<file path="src/rtl/float_to_fixed.sv">
// Iterative IEEE-754 single to 32-bit two's-complement fixed-point converter.
// One right shift per cycle; special values resolve in a single SHIFT cycle.
module float_to_fixed (
  input  logic        clk,
  input  logic        rst,
  input  logic [31:0] float_in,
  input  logic [7:0]  exp_in,
  input  logic        start,
  output logic        busy,
  output logic        done,
  output logic [31:0] fixed_out,
  output logic        overflow
);

  localparam logic S_IDLE  = 1'b0;
  localparam logic S_SHIFT = 1'b1;

  logic        state_q, state_d;
  logic [31:0] mag_q, mag_d;
  logic [9:0]  cnt_q, cnt_d;
  logic        sign_q, sign_d;
  logic        ovf_pend_q, ovf_pend_d;
  logic        done_q, done_d;
  logic [31:0] fixed_q, fixed_d;
  logic        ovf_q, ovf_d;

  logic [7:0]  e_in;
  logic [22:0] f_in;
  logic [9:0]  cnt_calc;
  logic        cnt_le0;
  logic        cnt_ge32;
  logic [31:0] sat_mag;

  assign e_in     = float_in[30:23];
  assign f_in     = float_in[22:0];
  // Mod-2^10 arithmetic; bit 9 is the sign of the signed shift count.
  assign cnt_calc = 10'd158 + {{2{exp_in[7]}}, exp_in} - {2'b00, e_in};
  assign cnt_le0  = cnt_calc[9] || (cnt_calc == 10'd0);
  assign cnt_ge32 = !cnt_calc[9] && (cnt_calc >= 10'd32);
  // Negative saturation stores 0x80000000, which negates to itself.
  assign sat_mag  = float_in[31] ? 32'h8000_0000 : 32'h7FFF_FFFF;

  always_comb begin
    state_d    = state_q;
    mag_d      = mag_q;
    cnt_d      = cnt_q;
    sign_d     = sign_q;
    ovf_pend_d = ovf_pend_q;
    done_d     = 1'b0;
    fixed_d    = fixed_q;
    ovf_d      = ovf_q;
    case (state_q)
      S_IDLE: begin
        if (start) begin
          state_d    = S_SHIFT;
          sign_d     = float_in[31];
          cnt_d      = 10'd0;
          mag_d      = 32'd0;
          ovf_pend_d = 1'b0;
          if (e_in == 8'd0) begin
            mag_d = 32'd0;
          end else if (e_in == 8'hFF) begin
            ovf_pend_d = 1'b1;
            if (f_in == 23'd0) mag_d = sat_mag;
          end else if (cnt_le0) begin
            mag_d      = sat_mag;
            ovf_pend_d = 1'b1;
          end else if (cnt_ge32) begin
            mag_d = 32'd0;
          end else begin
            mag_d = {1'b1, f_in, 8'b0};
            cnt_d = cnt_calc;
          end
        end
      end
      S_SHIFT: begin
        if (cnt_q != 10'd0) begin
          mag_d = mag_q >> 1;
          cnt_d = cnt_q - 10'd1;
        end else begin
          fixed_d = sign_q ? (32'd0 - mag_q) : mag_q;
          ovf_d   = ovf_pend_q;
          done_d  = 1'b1;
          state_d = S_IDLE;
        end
      end
      default: state_d = S_IDLE;
    endcase
  end

  always_ff @(posedge clk or posedge rst) begin
    if (rst) begin
      state_q    <= S_IDLE;
      mag_q      <= 32'd0;
      cnt_q      <= 10'd0;
      sign_q     <= 1'b0;
      ovf_pend_q <= 1'b0;
      done_q     <= 1'b0;
      fixed_q    <= 32'd0;
      ovf_q      <= 1'b0;
    end else begin
      state_q    <= state_d;
      mag_q      <= mag_d;
      cnt_q      <= cnt_d;
      sign_q     <= sign_d;
      ovf_pend_q <= ovf_pend_d;
      done_q     <= done_d;
      fixed_q    <= fixed_d;
      ovf_q      <= ovf_d;
    end
  end

  assign busy      = (state_q == S_SHIFT);
  assign done      = done_q;
  assign fixed_out = fixed_q;
  assign overflow  = ovf_q;

endmodule

</file>
<file path="config.mk">
export PLATFORM = sky130hd
export DESIGN_NAME = float_to_fixed
export DESIGN_NICKNAME = d
export VERILOG_FILES = /design/src/rtl/float_to_fixed.sv
export SDC_FILE = /design/constraint.sdc
export NUM_CORES = 1
export LEC_CHECK = 0
export ABC_CLOCK_PERIOD_IN_PS = 2000
export BUFFER_PORTS_ARGS = -buffer_cell sky130_fd_sc_hd__clkbuf_2
export CAP_MARGIN = 0
export CELL_PAD_IN_SITES_DETAIL_PLACEMENT = 1
export CELL_PAD_IN_SITES_GLOBAL_PLACEMENT = 2
export CORE_ASPECT_RATIO = 0.7
export CORE_MARGIN = 1
export CORE_UTILIZATION = 31
export DETAILED_ROUTE_END_ITERATION = 10
export PLACE_DENSITY_LB_ADDON = 0.1
export SYNTH_ARGS = -nofsm -noshare
export SYNTH_HDL_FRONTEND = slang
export SYNTH_SLANG_ARGS = --single-unit
</file>
<file path="constraint.sdc">
create_clock -name clk -period 2 [get_ports clk]
set_input_delay 0.2 -clock clk [delete_from_list [all_inputs] [get_ports clk]]
set_output_delay 0.2 -clock clk [all_outputs]
set_load 0.01 [all_outputs]
</file>
# Yosys cells after proc, flatten, opt, wreduce, memory -nomap -nowiden
# Cells that the tools add are included.
[word_totals]
reg_bits = 79
latch_bits = 0
mem_bits_rw = 0
rom_bits = 0
output_inout_bits = 35
word_cells = 53
n_memories = 0
[classes]
n_addsub = 4
multipliers = 0
div = 0
magnitude_cmp = 1
n_eq_ne = 3
shifts = 0
n_mux = 25
bitwise = 2
n_reduce_logical = 10
[ops]
columns = ["operator", "n"]
rows = [
  ["32-bit 2-to-1 mux", 9],
  ["32-bit case mux with 2 select lines", 1],
  ["10-bit 2-to-1 mux", 6],
  ["1-bit by 32-bit subtractor with 32-bit output, first input constant", 1],
  ["23-bit logical NOT", 1],
  ["10-bit case mux with 2 select lines", 1],
  ["9-bit by 8-bit adder with 10-bit output, first input constant", 1],
  ["10-bit by 6-bit >= comparator with 1-bit output, second input constant", 1],
  ["10-bit logical NOT", 1],
  ["10-bit nonzero test", 1],
  ["10-bit by 1-bit subtractor with 10-bit output, second input constant", 1],
  ["10-bit by 8-bit subtractor with 10-bit output", 1],
  ["8-bit == test, second input constant", 1],
  ["8-bit logical NOT", 1],
  ["1-bit 2-to-1 mux", 7],
  ["2-bit AND reduction", 3],
  ["2-bit by 1-bit inequality test with 1-bit output, second input constant", 1],
  ["2-bit inequality test, second input constant", 1],
  ["1-bit NOT", 2],
  ["1-bit case mux with 2 select lines", 1],
  ["1-bit logical AND", 1],
  ["1-bit logical NOT", 1],
  ["1-bit logical OR", 1],
]

# Logic depth before layout (Yosys ltp)
[logic_depth]
depth_word = 10
mapped_depth = 13

# Worst setup path before layout
# Ideal clock, no wire load.
[synth_path]
path_kind = "input to register"
startpoint = "in exp_in[1]"
endpoint = "reg mag_q[23]"
setup_ns = 0.077
arrival_time_ns = 2.789
required_ns = 1.923
slack_ns = -0.866
cell_stages = 12
path_buffers = 1
cell_sequence = "inv_1 > ha_1 > inv_1 > ha_1 > fa_1 > xor2_1 > or4_1 > or3_1 > o31ai_2 > a21oi_4 > buf_6 > a21oi_1"
[synth_via]
elab_chain_len = 10
word_cells_on_any_way = 13
classes_between = "add/sub (2); order compare (1); mux (6); reduce/logical (4)"
[synth_lines]
columns = ["item", "line_no", "text"]
rows = [
  ["start: declaration", "7", "input logic [7:0] exp_in,"],
  ["9-bit by 8-bit adder with 10-bit output (*)", "37", "assign cnt_calc = 10'd158 + {{2{exp_in[7]}}, exp_in} - {2'b00, e_in};"],
  ["10-bit by 8-bit subtractor with 10-bit output (*)", "37", ""],
  ["10-bit by 6-bit >= comparator with 1-bit output / 1-bit logical NOT (equally long branches)", "39", "assign cnt_ge32 = !cnt_calc[9] && (cnt_calc >= 10'd32);"],
  ["1-bit logical AND", "39", ""],
  ["32-bit 2-to-1 mux", "68", "end else if (cnt_ge32) begin"],
  ["32-bit 2-to-1 mux (*)", "65", "end else if (cnt_le0) begin"],
  ["32-bit 2-to-1 mux (*)", "62", "end else if (e_in == 8'hFF) begin"],
  ["32-bit 2-to-1 mux (*)", "60", "if (e_in == 8'd0) begin"],
  ["32-bit 2-to-1 mux (*)", "54", "if (start) begin"],
  ["32-bit case mux with 2 select lines (*)", "52", "case (state_q)"],
  ["end signal: assignment", "103", "mag_q <= mag_d;"],
  ["end: declaration", "19", "logic [31:0] mag_q, mag_d;"],
]
# Mark *: on every way between the ends. The rest lies on a longest branch, timed or not. The select of a mux whose other input is x is not followed.
# A chain may end at the register's enable or synchronous reset.

# Worst setup path in the final report
[layout_path]
startpoint = "in exp_in[1]"
endpoint = "reg mag_q[1]"
[layout_via]
elab_chain_len = 9
[layout_lines]
columns = ["item", "line_no", "text"]
rows = [
  ["9-bit by 8-bit adder with 10-bit output (*)", "37", ""],
  ["10-bit by 8-bit subtractor with 10-bit output (*)", "37", ""],
  ["10-bit logical NOT", "38", "assign cnt_le0 = cnt_calc[9] || (cnt_calc == 10'd0);"],
  ["1-bit logical OR (*)", "38", ""],
  ["32-bit 2-to-1 mux (*)", "65", ""],
  ["32-bit 2-to-1 mux (*)", "62", ""],
  ["32-bit 2-to-1 mux (*)", "60", ""],
  ["32-bit 2-to-1 mux (*)", "54", ""],
  ["32-bit case mux with 2 select lines (*)", "52", ""],
]
# Marked as above.

==> metrics.md <==
| Metric | Value |
|---|---|
| Run status | `complete, but fails checks` |
| Violated checks | `hold timing, setup timing` |
| Synth Area in XOR/XNOR | `6.30%` |
| TritonCTS Buffers | `9` |
| Final critical delay including setup and external delays | `between 2 and 3 ns` |
| Height of the die | `105 µm` |
| Cell total after placement | `between 800 and 900` |
| Per-cell via count in the routed design | `about 5.0` |
| Relative max-transition margin | `41.8%` |
| Pin count of the biggest net entering global routing | `between 40 and 50` |
| 1st-pass router iterations | `6` |
| Flops & latches, synth | `a little under 80` |
| Number of clock sinks seen by CTS | `79` |
| Wire per inst | `18.2 µm` |
| Sequential fraction of the synthesis area | `between 40% and 50%` |
| Via count of the first global-routing pass | `4872` |
| Routed Wire Length | `~17 mm` |
| Most frequent cell on the critical path | `ha_4` |
| Clock Root Buffer | `clkbuf_16` |
| Number of DRC markers in iteration 0 | `approximately 180` |
| Final net count | `about 800` |
| Post-DRT Antenna Nets | `0` |
| Synth Flop Type | `dfrtp_1` |
| Critical path class | `input pin to flop` |
| Synth Net Count | `between 500 and 600` |
| Unique cell type count in the Yosys netlist | `60` |
| Worst endpoint data arrival time | `between 2 and 3 ns` |
| Hold bufs inserted after CTS | `0` |
| Synth Instances | `~510` |
| Proportion of netlist area held by the largest area contributor | `between 40% and 50%` |
| Dominant cell by count in the synthesized netlist | `dfrtp_1` |
| Worst hold slack | `-0.0157 ns` |
| CP endpoint kind | `flop` |
| Maximum Capacitance Violations | `0` |
| Total DRC errors in the routed layout | `0` |
| Placed cell areas | `about 6400 µm²` |
| Share of cells above drive strength 1 | `between 40 and 50%` |
| DIE WIDTH | `around 150 µm` |
| Total of endpoints with negative setup slack in the final report | `55` |
| CP max stage cell | `or4_4` |
| Final weighted congestion of routability-driven global placement | `roughly 0.79` |
| Initial antenna violation count | `0` |
| Overflow after GRT | `0` |
| Setup TNS | `-28.11 ns` |
| Endpoint required time on the critical path | `2.25 ns` |
| Post-Route Skew | `0.00594 ns` |
| Number of hold violations in the final report | `22` |
| Via count | `between 4000 and 5000` |
| TritonCTS clock tree | `built` |
| Buffers added on ports | `slightly below 80` |
| Design Area, Final | `between 7000 and 8000 µm²` |
| Final slew viol count | `0` |
| Worst-margin pin slew | `approximately 0.86 ns` |
| Per-instance average area after synthesis | `roughly 9.2 µm²` |
| Cell taking the most area after synthesis | `dfrtp_1` |
| Basic-gate share of the synthesized area counting and, or, nand and nor cells | `approximately 18%` |
| Final-layout fill cell count | `roughly 1700` |
| Number of buffers on the longest clock path | `2` |
| Effective utilization at floorplan | `31.9%` |
| Clock transition at path regs | `roughly 0.060 ns` |
| End-of-flow core utilization | `about half` |
| Worst min path class | `input pin to async pin` |
| Largest cells by area after synthesis | `dfrtp_1, xor2_1, o21ai_0` |
| Clock latency on the worst-skew pair | `between 0.3 and 0.4 ns` |
| Main combinational cell family by area after synthesis | `compound AO/OA/AOI/OAI gates` |
| Area added between synthesis and finish | `57.5%` |
| Number of warnings reported in the yosys synthesis log | `0` |
| Proportion of synthesized flip-flops having asynchronous set or reset | `between 90% and 100%` |
| Wire length of the first global-routing pass | `between 20 and 30 mm` |
| Ant. Diodes | `0` |
| Total global routing track utilization | `a little over a fifth` |
| List of cells traversed by the critical path | `buf_8, inv_8, ha_4, inv_4, ha_4, fa_2, buf_4, xor2_2, or4_4, or3_4, o31ai_4, a21oi_4, buf_12, a22oi_1` |
| Site Rows | `37` |
| CP peak stage delay | `about 0.44 ns` |
| Largest vdd supply drop | `~600 µV` |
| Placeable core area | `14800 µm²` |
| Leading post-synthesis cells by instance count | `dfrtp_1, nand2_1, o21ai_0` |
| Final worst path period share | `135%` |
| Number of cells on the worst reg-to-reg path | `7` |
| Total power of the final layout | `approximately 11 mW` |
| Number of standard cells in the final layout excluding fillers | `~930` |
| Die area | `approximately 16000 µm²` |
| Power Density | `between 1500 and 2000 nW/µm²` |
| Setup repair after global routing missed its margin | `yes` |
| Peak Freq | `approximately 370 MHz` |
| CTS H-tree depth | `3` |
| CP Max Fanout | `31` |
| Area fraction in compound gates after synthesis | `between 20% and 30%` |
| Boundary pin count | `between 70 and 80` |
| Worst setup margin | `-0.693 ns` |
| Post-synth design cell area | `4730 µm²` |
| Multiplexer share of the synthesized area | `less than 1%` |
| EDFF count, synth | `0` |
| Detailed placer's ending HPWL | `about 12 mm` |
| P_leak | `approximately 3.4 nW` |
| Adder-cell share of the synthesized area | `under 10%` |
| Post-place setup slack | `-1.43 ns` |
| Critical Path Start Type | `input pin` |
-- worst max-delay path: cells and delay by family --
| family | cells | cell delay [ns] |
|---|---|---|
| AO/OA/AOI/OAI | 3 | 0.54 |
| AND/OR/NAND/NOR | 2 | 0.79 |
| XOR/XNOR | 1 | 0.15 |
| adder cells (fa/ha/maj) | 3 | 0.74 |
| buffers and inverters | 5 | 0.48 |
-- state kept, by name, summed over array words and instances (netlist names) --
name	flops
fixed_out	32
mag_q	32
cnt_q	10
busy	1
done	1
overflow	1
ovf_pend_q	1
sign_q	1
-- final timing paths --
check                                    from       endpoint  slack [ns]
worst max-delay path                exp_in[1]       mag_q[1]       -0.69
worst min-delay path                      rst   fixed_out[4]       -0.02
worst max register to register      mag_q[13]  fixed_out[26]       -0.47
worst min register to register  fixed_out[20]  fixed_out[20]        0.48
max in group asynchronous                 rst      mag_q[23]        1.48
min in group clk                 float_in[20]      mag_q[28]        0.20
-- area by class of cell --
type                       instances  area (µm²)  share of cell area (%)
clock inverter                     5        82.6                    1.11
sequential                        79        1980                    26.5
inverter                          30         126                    1.70
multi-input combinational        381        3080                    41.3
timing repair buffer             227        1700                    22.9
clock buffer                      10         239                    3.21
tap                              195         244                    3.27
-- what timing repair did --
action	in CTS	in global routing
pin swaps	33	31
gates resized for setup	59	47
setup endpoints to repair	70	72
gates cloned	2	5
setup buffers	16	9
-- logic make-up (layout without fill, tap and decap cells) --
group / Yosys count / count (layout)
fa+ha+maj: 19 / 19
compound gates: 161 / 161
mux: 2 / 2
flops: 79 / 79
simple gates: 164 / 165
xor+xnor: 34 / 34
buf+inv: 54 / 272
-- report_power, final --
part | leakage (nW) | internal [mW] | switching [mW]
logic | 2.29 | 2.98 | 3.71
registers | 0.982 | 2.36 | 0.610
clock network | 0.147 | 1.12 | 0.670
-- layout by cell type (no fill, tap or decap), types with 4 or more instances in the layout --
| cell | count |
|---|---|
| clkinvlp_4 | 4 |
| clkbuf_2 | 75 |
| ha_1 | 13 |
| clkbuf_16 | 12 |
| nand3_1 | 7 |
| a21oi_2 | 24 |
| inv_1 | 25 |
| o21ai_1 | 22 |
| xor2_2 | 10 |
| a22oi_1 | 24 |
| dfrtp_1 | 78 |
| o21ai_0 | 25 |
| nor2_1 | 41 |
| o31ai_4 | 9 |
| nor3_4 | 4 |
| ha_4 | 4 |
| or4_4 | 5 |
| buf_4 | 131 |
| a21oi_1 | 21 |
| o31ai_1 | 4 |
| buf_12 | 5 |
| buf_6 | 10 |
| nand2_1 | 55 |
| nand4_1 | 5 |
| nor4_4 | 4 |
| xor2_1 | 20 |
| nor3_1 | 4 |
| nor4_1 | 7 |
| o41ai_4 | 5 |
-- layer usage --
layer	global-route usage [%]	wire length, µm	up-vias
met3	3.25	567	9
met1	34.0	9080	2290
met5	0	0	-
li1	-	-	2265
met4	3.06	116	0
met2	30.9	7140	101
Note: power is estimated with default switching activity, not from simulation.
